File: config.mk
export PLATFORM = sky130hd
export DESIGN_NAME = reg_writeback
export DESIGN_NICKNAME = d
export VERILOG_FILES = /design/src/rtl/wb_pkg.sv /design/src/rtl/load_extract.sv /design/src/rtl/reg_writeback.sv
export SDC_FILE = /design/constraint.sdc
export NUM_CORES = 1
export LEC_CHECK = 0
export CORE_MARGIN = 2
export CORE_UTILIZATION = 42
export DETAILED_ROUTE_END_ITERATION = 10
export PLACE_DENSITY_LB_ADDON = 0.3
export REMOVE_ABC_BUFFERS = 1
export SLEW_MARGIN = 20
export SYNTH_ARGS = -nofsm -noshare
export SYNTH_HDL_FRONTEND = slang
export SYNTH_SLANG_ARGS = --single-unit
File: constraint.sdc
create_clock -name clk -period 2.4 [get_ports clk]
set_input_delay 0.24 -clock clk [delete_from_list [all_inputs] [get_ports clk]]
set_output_delay 0.24 -clock clk [all_outputs]
set_load 0.02 [all_outputs]
File: src/rtl/wb_pkg.sv
// Shared definitions for the register-file writeback stage: load funct3 codes,
// FSM state type and default widths.
package wb_pkg;

    localparam int unsigned WB_DATA_WIDTH = 32;
    localparam int unsigned WB_ADDR_WIDTH = 5;

    localparam logic [2:0] LB  = 3'b000;
    localparam logic [2:0] LH  = 3'b001;
    localparam logic [2:0] LW  = 3'b010;
    localparam logic [2:0] LBU = 3'b100;
    localparam logic [2:0] LHU = 3'b101;

    typedef enum logic {
        IDLE,
        WAIT_MEM
    } wb_state_e;

endpackage

File: src/rtl/load_extract.sv
// Combinational load data selection: picks the byte/halfword addressed by the
// low address bits and sign- or zero-extends it to the register width.
module load_extract
    import wb_pkg::*;
#(
    parameter int unsigned DATA_WIDTH = WB_DATA_WIDTH
) (
    input  logic [DATA_WIDTH-1:0] word,
    input  logic [2:0]            funct3,
    input  logic [1:0]            offset,
    output logic [DATA_WIDTH-1:0] value
);

    logic [7:0]  byte_sel;
    logic [15:0] half_sel;

    // Halfword selection ignores offset[0]; misaligned halves are not flagged.
    assign byte_sel = word[{offset, 3'b000} +: 8];
    assign half_sel = word[{offset[1], 4'b0000} +: 16];

    always_comb begin
        value = word;
        case (funct3)
            LB:      value = {{(DATA_WIDTH - 8){byte_sel[7]}}, byte_sel};
            LBU:     value = {{(DATA_WIDTH - 8){1'b0}}, byte_sel};
            LH:      value = {{(DATA_WIDTH - 16){half_sel[15]}}, half_sel};
            LHU:     value = {{(DATA_WIDTH - 16){1'b0}}, half_sel};
            default: value = word;
        endcase
    end

endmodule

File: src/rtl/reg_writeback.sv
// Writeback stage feeding the register file write port; merges ALU results and
// one outstanding load. Define WB_FWD_EN to add next-cycle write bypass outputs.
module reg_writeback
    import wb_pkg::*;
#(
    parameter int unsigned DATA_WIDTH = WB_DATA_WIDTH,
    parameter int unsigned ADDR_WIDTH = WB_ADDR_WIDTH
) (
    input  logic                  clk,
    input  logic                  rst,
    input  logic                  alu_valid,
    input  logic [ADDR_WIDTH-1:0] alu_rd,
    input  logic [DATA_WIDTH-1:0] alu_result,
    input  logic                  ld_valid,
    output logic                  ld_ready,
    input  logic [ADDR_WIDTH-1:0] ld_rd,
    input  logic [2:0]            ld_funct3,
    input  logic [1:0]            ld_offset,
    input  logic                  mem_rvalid,
    output logic                  mem_rready,
    input  logic [DATA_WIDTH-1:0] mem_rdata,
    output logic                  busy,
    output logic                  wen,
    output logic [ADDR_WIDTH-1:0] waddr,
    output logic [DATA_WIDTH-1:0] wdata
`ifdef WB_FWD_EN
    ,
    output logic                  fwd_valid,
    output logic [ADDR_WIDTH-1:0] fwd_rd,
    output logic [DATA_WIDTH-1:0] fwd_data
`endif
);

    wb_state_e             state_q, state_d;
    logic [ADDR_WIDTH-1:0] ld_rd_q, ld_rd_d;
    logic [2:0]            ld_funct3_q, ld_funct3_d;
    logic [1:0]            ld_offset_q, ld_offset_d;
    logic                  wen_d;
    logic [ADDR_WIDTH-1:0] waddr_d;
    logic [DATA_WIDTH-1:0] wdata_d;
    logic [DATA_WIDTH-1:0] ld_value;

    load_extract #(
        .DATA_WIDTH(DATA_WIDTH)
    ) u_load_extract (
        .word  (mem_rdata),
        .funct3(ld_funct3_q),
        .offset(ld_offset_q),
        .value (ld_value)
    );

    assign ld_ready   = (state_q == IDLE);
    assign mem_rready = (state_q == WAIT_MEM);
    assign busy       = (state_q == WAIT_MEM);

    always_comb begin
        state_d     = state_q;
        ld_rd_d     = ld_rd_q;
        ld_funct3_d = ld_funct3_q;
        ld_offset_d = ld_offset_q;
        wen_d       = 1'b0;
        waddr_d     = waddr;
        wdata_d     = wdata;
        unique case (state_q)
            IDLE: begin
                // An ALU write and a load accept in the same cycle both proceed.
                if (alu_valid) begin
                    wen_d   = (alu_rd != '0);
                    waddr_d = alu_rd;
                    wdata_d = alu_result;
                end
                if (ld_valid) begin
                    ld_rd_d     = ld_rd;
                    ld_funct3_d = ld_funct3;
                    ld_offset_d = ld_offset;
                    state_d     = WAIT_MEM;
                end
            end
            WAIT_MEM: begin
                // ALU results arriving while a load is outstanding are dropped.
                if (mem_rvalid) begin
                    wen_d   = (ld_rd_q != '0);
                    waddr_d = ld_rd_q;
                    wdata_d = ld_value;
                    state_d = IDLE;
                end
            end
        endcase
    end

    always_ff @(posedge clk or negedge rst) begin
        if (!rst) begin
            state_q     <= IDLE;
            ld_rd_q     <= '0;
            ld_funct3_q <= '0;
            ld_offset_q <= '0;
            wen         <= 1'b0;
            waddr       <= '0;
            wdata       <= '0;
        end else begin
            state_q     <= state_d;
            ld_rd_q     <= ld_rd_d;
            ld_funct3_q <= ld_funct3_d;
            ld_offset_q <= ld_offset_d;
            wen         <= wen_d;
            waddr       <= waddr_d;
            wdata       <= wdata_d;
        end
    end

`ifdef WB_FWD_EN
    assign fwd_valid = wen_d && rst;
    assign fwd_rd    = waddr_d;
    assign fwd_data  = wdata_d;
`endif

endmodule

==> qor.csv, run 1 <==
stage,metric,value,unit
timing,slew_violations,0,
timing,hold_violations,0,
synth,yosysMostFrequentCell,nand2_1,
clock_tree,cts_buffer_depth,2,
power,powerDensity,797,mW/mm^2
timing,setup-violations-final,0,
outcome,run_status,completed,
drt,routedWlPerCell,18.4,microns
layout,syn_to_final_growth,52.1,%
synth,synthArstFlopShare,100,%
critical_path,critical_path_arrival,1.68,ns
synth,synth_edf_count,0,
power,clkPwrFrac,18.0,%
layout,num-fill-cells,522,
clock_tree,ctsHtreeMaxLevel,2,
synth,synth_mux_area_share,9.60,%
synth,netlist_top_cells_count,"nand2_1 (70), dfrtp_1 (49), o21ai_0 (22)",
drt,totalWireLength,9.44,mm
timing,max_slew.worst_pin.slew,0.792,ns
synth,netlist_area,0.00283,sq mm
floorplan,ioPinCount,125,
synth,synth_compound_area_share,25.3,%
layout,final_layout_size_suffix_gt1_share,7.34,%
clock_tree,clk_latency,0.30,ns
clock_tree,path_clk_slew,0.09,ns
synth,synth_cells,313,
timing,finalClockSkew,0.00703,ns
clock_tree,cts_buffers,5,
drt,vias_per_cell,5.89,
synth,synth-adder-area-share,0,%
placement,gp_congestion,0.887,
power,sw_frac_of_total,36.9,%
floorplan,fp.dieW,86.1,microns
power,p_leak,1.73,nW
clock_tree,cts_root_buf,clkbuf_8,
placement,pre_cts_ws,0.237,ns
global_routing,grt_pass1_wl,14.9,mm
clock_tree,cts_tree,yes,
global_routing,grt_max_degree,31,
drt,via_count,3021,
synth,synth.area.top_cells,"dfrtp_1 (43%), nand2_1 (9.3%), mux2i_1 (6.0%), a32oi_1 (5.0%), o21ai_0 (3.9%)",
timing,period_share,79.9,%
global_routing,grt_overflow,0,
synth,syn-mean-instance-area,9.04,sq um
critical_path,end_kind,primary output,
layout,final_util,67.0,%
synth,ys_warn_count,0,
floorplan,coreArea,0.00642,sq mm
floorplan,initial_core_util,44.0,%
layout,nets,519,
synth,synth_xor_area_share,0,%
floorplan,rows,29,
critical_path,cp_max_fo,30,
drt,drt_pass1_iterations,4,
synth,ys_ff_latch,49,
power,seqPwrFrac,35.5,%
drt,drt_iter0_drc,202,
placement,io_buffers,124,
placement,dp_cells,504,
power,vdd_drop_max,0.000538,V
synth,synth_top_family_by_area,compound AO/OA/AOI/OAI gates,
critical_path,timing.reg2reg.setup_slack,0.54,ns
clock_tree,post_cts_resized,0,
timing,min_period,1.92,ns
clock_tree,ctsHoldBuffers,1,
floorplan,die_area,0.00741,sq mm
clock_tree,cts.sinks,49,
synth,synth_top_cell_by_area,dfrtp_1,
global_routing,grtUsageTotal,25.5,%
drt,ant_nets,0,
critical_path,start_kind,flop,
timing,fmax,521,MHz
synth,synth_top_cell_area_share,43.3,%
layout,fin_cells,513,
synth,yosysUniqueCellTypes,38,
power,comb_power_share,46.5,%
synth,synth_ff_type,dfrtp_1,
power,intPower,2.16,mW
critical_path,r2r_cells,5,
worst_hold_path,min_path_type,in -> async,
placement,hpwlAfterDp,6.96,mm
synth,yosysSeqAreaShare,43.3,%
synth,synth_simple_gate_area_share,17.0,%
power,finalPower,3.43,mW
global_routing,grt_pass1_vias,2952,
timing,rsz0062_at_grt,no,
timing,fin_setup_tns,0,ns
timing,fin_ws,0.482,ns
floorplan,die_h,86.1,microns
global_routing,antenna_found_initial,0,
critical_path,worst-setup-path-type,reg -> out,
critical_path,required,2.16,ns
timing,maxSlewHeadroom,47.1,%
flow_run,maxCapViolations,0,
clock_tree,postCtsSetupRepairBufs,0,
drt,drc,0,
power,switching_power,1.27,mW
layout,diodes,0,
==> path summary, 6_finish.rpt <==
check,startpoint,end
worst min-delay path,rst,wdata[27]
worst min register to register,waddr[3],waddr[3]
max in group asynchronous,rst,ld_funct3_q[2]
min in group clk,waddr[3],waddr[3]
worst max-delay path,busy,busy
worst max register to register,ld_offset_q[1],wdata[0]
==> state kept, by name, indices dropped and copies added, names as in the netlist <==
register and count:
ld_funct3_q 3, waddr 5, ld_rd_q 5, busy 1, wen 1, wdata 32, ld_offset_q 2
==> per-stage QoR <==
stage / hold slack (ns) / instance area (sq um)
after floorplan: -0.0556 / 2720
after global placement: 0.284 / 4180
after detailed placement: 0.283 / 4180
after CTS: 0.494 / 4300
after global routing: 0.505 / 4300
final: 0.486 / 4300
==> per-layer routing <==
metal,part of all wire (%),vias up,routed length [microns],track usage (%)
li1,-,1407,-,-
met1,41,1447,3840,35.0
met2,48,149,4560,41.3
met3,8.9,18,843,4.62
met4,2.1,0,199,7.50
met5,0,-,0,0
==> cell families after synthesis <==
family                 Yosys count
DFF                             49
and+or+nand+nor                108
muxes                           25
buffers and inverters           31
AOI/OAI and AO/OA              100
==> final cells by class <==
class	instances	area [sq um]	area share [%]
Timing Repair Buffer	140	1370	31.9
Tap cell	77	96.3	2.24
Inverter	6	22.5	0.524
Sequential cell	49	1230	28.5
Clock inverter	1	30.0	0.698
Clock buffer	7	86.3	2.01
Multi-Input combinational cell	233	1470	34.1
==> cell usage in the layout (no fill, tap or decap), types with 9 or more instances in the layout <==
cell type / Yosys / routed
clkdlybuf4s50_1: 0 / 123
a32oi_1: 16 / 16
a22oi_1: 9 / 9
a21oi_1: 11 / 11
nor2b_1: 11 / 11
buf_4: 2 / 14
mux2i_1: 17 / 17
a211oi_1: 14 / 14
dfrtp_1: 49 / 49
o21ai_0: 22 / 22
nand2_1: 70 / 70
==> critical path, stage by stage, from the launching register on <==
cell	delay [ns]
dfrtp_1	0.36
buf_4	0.33
clkdlybuf4s50_1	0.67
==> power groups by stage <==
stage               Combinational (mW)  Sequential (mW)  Clock [mW]
floorplan                        0.528             1.48           0
global placement                  1.55             1.22           0
detailed placement                1.59             1.23           0
CTS                               1.59             1.21       0.628
global route                      1.71             1.25       0.661
finish                            1.60             1.22       0.618
No activity file was read; power rests on OpenSTA's default activity.
==> run 2, diff against run 1 <==
==> constraint.sdc (replaced) <==
create_clock -name clk -period 1.9 [get_ports clk]
set_input_delay 0.19 -clock clk [delete_from_list [all_inputs] [get_ports clk]]
set_output_delay 0.19 -clock clk [all_outputs]
set_load 0.02 [all_outputs]
==> run 2 against run 1 <==
  * Sequential power rose by 25%
  * Utilization grew 1.1 points
  * Flip-flop and latch count unchanged
  * Register-to-register slack worse by 0.48 ns
  * Final area is 1.7% higher
  * Critical path depth up 2
  * Cell count grew 1.8%
  * First-iteration DRC count grew 13%
  * Combinational power rose by 31%
  * Total power rose by 23%
  * Clock skew is 0.0038 ns higher
  * Critical endpoint is now wdata[12]
  * Largest cell class is now buffers
==> qor.csv, run 2 (synthesis results as in run 1) <==
stage,metric,value,unit
critical_path,cp_max_fo,6,
floorplan,die_h,86.1,microns
floorplan,ioPinCount,125,
power,sw_frac_of_total,38.1,%
critical_path,critical_path_arrival,2.02,ns
power,comb_power_share,49.7,%
drt,drt_iter0_drc,229,
floorplan,rows,29,
floorplan,coreArea,0.00642,sq mm
critical_path,start_kind,flop,
outcome,run_status,completed,
timing,finalClockSkew,0.0108,ns
placement,io_buffers,124,
layout,num-fill-cells,509,
power,p_leak,1.77,nW
power,vdd_drop_max,0.000551,V
power,seqPwrFrac,36.0,%
critical_path,crit_start,ld_offset_q[1],
layout,syn_to_final_growth,54.6,%
power,clkPwrFrac,14.3,%
clock_tree,ctsHtreeMaxLevel,2,
placement,gp_congestion,0.827,
clock_tree,cts_buffer_depth,2,
clock_tree,path_clk_slew,0.09,ns
timing,min_period,1.84,ns
layout,top_regs,"wdata x32, ld_rd_q x5, waddr x5",
power,intPower,2.61,mW
power,powerDensity,966,mW/mm^2
worst_hold_path,min_path_type,in -> async,
clock_tree,cts_tree,yes,
drt,drc,0,
timing,setup-violations-final,0,
timing,period_share,96.6,%
power,switching_power,1.61,mW
timing,fmax,545,MHz
drt,routedWlPerCell,18.3,microns
layout,largest_reg_flops,32,
drt,ant_nets,0,
layout,diodes,0,
power,finalPower,4.23,mW
global_routing,grt_max_degree,26,
critical_path,r2r_cells,4,
floorplan,initial_core_util,44.0,%
flow_run,maxCapViolations,0,
clock_tree,cts.sinks,49,
timing,rsz0062_at_grt,yes,
drt,totalWireLength,9.58,mm
critical_path,worst-setup-path-type,reg -> reg,
timing,hold_violations,0,
timing,slew_violations,0,
layout,nets,528,
critical_path,required,2.08,ns
floorplan,fp.dieW,86.1,microns
critical_path,reg2reg_to,wdata[12],
timing,fin_setup_tns,0,ns
layout,final_layout_size_suffix_gt1_share,9.44,%
global_routing,grt_pass1_vias,3115,
global_routing,grt_overflow,0,
global_routing,grt_pass1_wl,15.3,mm
timing,maxSlewHeadroom,58.0,%
clock_tree,cts_buffers,5,
global_routing,antenna_found_initial,0,
global_routing,grtUsageTotal,25.8,%
layout,layout_commonest_cell,clkdlybuf4s50_1,
drt,via_count,3067,
critical_path,end_kind,flop,
clock_tree,clk_latency,0.30,ns
critical_path,r2r-start,ld_offset_q[1],
critical_path,cp-endpoint,wdata[12],
drt,drt_pass1_iterations,5,
placement,hpwlAfterDp,7.29,mm
layout,layout_common_cells,"clkdlybuf4s50_1 (123), nand2_1 (70), dfrtp_1 (48), o21ai_0 (22), buf_4 (20)",
clock_tree,postCtsSetupRepairBufs,0,
critical_path,timing.reg2reg.setup_slack,0.06,ns
layout,regMostFlops,wdata,
drt,vias_per_cell,5.88,
clock_tree,cts_root_buf,clkbuf_8,
floorplan,die_area,0.00741,sq mm
timing,max_slew.worst_pin.slew,0.630,ns
-- run 2: stage by stage --
| stage | setup WS (ns) | utilization [%] | instances | cell area, sq um | hold WS, ns |
|---|---|---|---|---|---|
| 6_report | 0.0642 | 68.1 | 522 | 4370 | 0.433 |
| 5_1_grt | -0.00633 | 68.1 | 522 | 4370 | 0.467 |
| 4_1_cts | 0.0200 | 68.1 | 522 | 4370 | 0.443 |
| 3_5_place_dp | -0.187 | 66.6 | 513 | 4280 | 0.238 |
| 3_3_place_gp | -0.144 | 66.6 | 513 | 4280 | 0.232 |
| 2_1_floorplan | -0.756 | - | 288 | 2720 | -0.106 |
-- run 2: worst max-delay path, stage by stage, from the launching register on --
cell and delay (ns):
dfrtp_1 0.39, mux4_2 0.56, a2111o_1 0.50, a22oi_1 0.20
a211oi_1 0.07
-- run 2: final cells by class --
cell class                      count  area [sq um]  area share (%)
Tap cell                           77          96.3            2.20
Timing Repair Buffer              149          1480            33.8
Sequential cell                    49          1230            28.1
Clock inverter                      2          10.0           0.229
Inverter                            6          22.5           0.515
Multi-Input combinational cell    233          1470            33.6
Clock buffer                        6          72.6            1.66
-- run 2: per-layer routing --
layer / part of all wire, % / GRT usage [%] / up-vias
met4: 2.2 / 8.23 / 0
met1: 42 / 34.0 / 1474
met2: 49 / 43.6 / 151
met5: 0 / 0 / -
li1: - / - / 1422
met3: 6.6 / 4.04 / 20
-- run 2: how the worst min path moves through the flow --
stage	start	end
finish	rst	wdata[27]
global route	ld_funct3[2]	ld_funct3_q[2]
CTS	ld_offset[1]	ld_offset_q[1]
detailed placement	rst	wdata[27]
global placement	rst	wdata[26]
floorplan	rst	busy
-- run 2: timing repair --
action / 4_1_cts / 5_1_grt
setup endpoints to repair: 0 / 7
hold buffers: 1 / 0
gates resized for setup: 0 / 1
hold endpoints to repair: 24 / 0
-- run 2: power groups by stage --
stage / registers [mW] / clock network (mW) / logic, mW
after floorplan: 1.87 / 0 / 0.667
after global placement: 1.52 / 0 / 2.04
after detailed placement: 1.54 / 0 / 2.09
after CTS: 1.52 / 0.620 / 2.10
after global routing: 1.56 / 0.655 / 2.24
final: 1.52 / 0.603 / 2.10
==> run 3, diff against run 2 <==
--- a/config.mk
+++ b/config.mk
@@ -6,7 +6,8 @@
 export NUM_CORES = 1
 export LEC_CHECK = 0
 export CORE_MARGIN = 2
-export CORE_UTILIZATION = 42
+export CORE_UTILIZATION = 44
+export CTS_BUF_LIST = sky130_fd_sc_hd__clkbuf_4
 export DETAILED_ROUTE_END_ITERATION = 10
 export PLACE_DENSITY_LB_ADDON = 0.3
 export REMOVE_ABC_BUFFERS = 1
@@ -14,3 +15,4 @@
 export SYNTH_ARGS = -nofsm -noshare
 export SYNTH_HDL_FRONTEND = slang
 export SYNTH_SLANG_ARGS = --single-unit
+export TNS_END_PERCENT = 100
==> run 3 against run 2 <==
  * Final area grew 0.51%
  * Sequential share of layout area shrank 0.17 points
  * Critical path depth is the same
  * Critical path type unchanged
  * Critical endpoint is now wdata[13]
  * Largest cell class unchanged
  * Largest power group unchanged
==> qor.csv, run 3 (synthesis results as in run 1) <==
stage,metric,value,unit
outcome,run_status,completed,
timing,maxSlewHeadroom,56.4,%
drt,drt_iter0_drc,222,
power,intPower,2.51,mW
global_routing,grt_pass1_wl,15.4,mm
layout,final_layout_size_suffix_gt1_share,10.7,%
floorplan,die_h,84.2,microns
layout,diodes,0,
critical_path,worst-setup-path-type,reg -> reg,
placement,io_buffers,124,
power,comb_power_share,51.1,%
critical_path,r2r-start,ld_offset_q[1],
layout,syn_to_final_growth,55.4,%
global_routing,grt_pass1_vias,3108,
drt,drc,0,
power,finalPower,4.14,mW
drt,via_count,3057,
flow_run,maxCapViolations,0,
power,switching_power,1.62,mW
timing,setup-violations-final,0,
power,seqPwrFrac,36.5,%
layout,largest_reg_flops,32,
layout,regMostFlops,wdata,
clock_tree,cts_buffer_depth,2,
timing,min_period,1.87,ns
timing,max_slew.worst_pin.slew,0.653,ns
clock_tree,cts_root_buf,clkbuf_4,
clock_tree,cts_buffers,5,
floorplan,initial_core_util,45.1,%
timing,fmax,535,MHz
drt,ant_nets,0,
global_routing,grt_overflow,0,
critical_path,crit_start,ld_offset_q[1],
placement,hpwlAfterDp,7.15,mm
timing,rsz0062_at_grt,yes,
critical_path,reg2reg_to,wdata[13],
timing,finalClockSkew,0.00999,ns
layout,top_regs,"wdata x32, ld_rd_q x5, waddr x5",
critical_path,critical_path_arrival,2.14,ns
placement,gp_congestion,0.853,
critical_path,timing.reg2reg.setup_slack,0.03,ns
timing,period_share,98.4,%
layout,layout_common_cells,"clkdlybuf4s50_1 (120), nand2_1 (70), dfrtp_1 (49), buf_4 (23), o21ai_0 (22)",
layout,seq_area,0.00123,sq mm
floorplan,fp.dieW,84.2,microns
power,vdd_drop_max,0.000617,V
critical_path,cp-endpoint,wdata[13],
global_routing,antenna_found_initial,0,
layout,layout_commonest_cell,clkdlybuf4s50_1,
layout,multi_input_area,0.00149,sq mm
drt,routedWlPerCell,18.0,microns
clock_tree,path_clk_slew,0.16,ns
clock_tree,cts_tree,yes,
floorplan,die_area,0.00709,sq mm
worst_hold_path,min_path_type,in -> async,
floorplan,coreArea,0.00628,sq mm
floorplan,rows,29,
timing,slew_violations,0,
power,sw_frac_of_total,39.3,%
timing,hold_violations,0,
clock_tree,cts.sinks,49,
global_routing,grt_max_degree,33,
drt,vias_per_cell,5.82,
critical_path,cp_max_fo,6,
critical_path,required,2.17,ns
critical_path,r2r_cells,4,
global_routing,grtUsageTotal,26.9,%
power,powerDensity,941,mW/mm^2
placement,dp_cells,515,
power,clkPwrFrac,12.4,%
critical_path,end_kind,flop,
drt,totalWireLength,9.46,mm
floorplan,ioPinCount,125,
power,p_leak,1.80,nW
layout,fin_cells,525,
drt,drt_pass1_iterations,4,
critical_path,start_kind,flop,
clock_tree,ctsHtreeMaxLevel,2,
layout,num-fill-cells,525,
layout,nets,531,
clock_tree,clk_latency,0.38,ns
run 3: layout make-up:
type | count | share of cell area (%)
tap | 77 | 2.19
multi-input combinational | 233 | 33.8
clock buffer | 5 | 0.854
inverter | 6 | 0.512
sequential | 49 | 27.9
clock inverter | 3 | 0.484
timing repair buffer | 152 | 34.3
run 3: metrics by stage:
step / setup WS, ns / hold WS (ns) / utilization, % / TNS, ns / cell area [sq um]
CTS: 0.0152 / 0.335 / 69.6 / 0 / 4370
global placement: -0.136 / 0.242 / 68.4 / -0.795 / 4300
floorplan: -0.756 / -0.106 / - / -22.01 / 2720
detailed placement: -0.202 / 0.245 / 68.4 / -1.51 / 4300
global route: -0.0227 / 0.363 / 70.0 / -0.0567 / 4400
finish: 0.0299 / 0.350 / 70.0 / 0 / 4400
run 3: per-layer routing:
metal  up-vias  routed length [microns]  part of all wire (%)  global-route usage (%)
met5         -                        0                     0                       0
met4         0                      134                   1.4                    6.16
met3        13                      663                   7.0                    4.52
met2       138                     4630                    49                    45.7
met1      1476                     4040                    43                    36.2
li1       1430                        -                     -                       -
run 3: worst max-delay path, cell delays in order (launching register included):
cell      delay, ns
dfrtp_1        0.40
mux4_2         0.56
a2111o_1       0.53
a22oi_1        0.21
a211oi_1       0.06
run 3: worst min-delay path by stage:
stage	start	to	slack (ns)	cells after the start
floorplan	rst	busy	-0.11	0
global placement	rst	wdata[27]	0.24	1
detailed placement	rst	wdata[27]	0.24	1
CTS	ld_funct3[0]	ld_funct3_q[0]	0.34	3
global route	mem_rdata[18]	wdata[18]	0.36	3
finish	rst	wdata[9]	0.35	2
run 3: what timing repair did:
item                       4_1_cts  5_1_grt
setup endpoints to repair        2       11
setup buffers                    1        0
hold endpoints to repair        25        0
pin swaps                        0        2
gates resized for setup          0        7
hold buffers                     1        0
run 3: power by group through the flow:
stage	combinational, mW	sequential (mW)	clock (mW)
global route	2.26	1.55	0.561
floorplan	0.667	1.87	0
detailed placement	2.09	1.53	0
finish	2.11	1.51	0.512
CTS	2.10	1.51	0.524
global placement	2.04	1.52	0
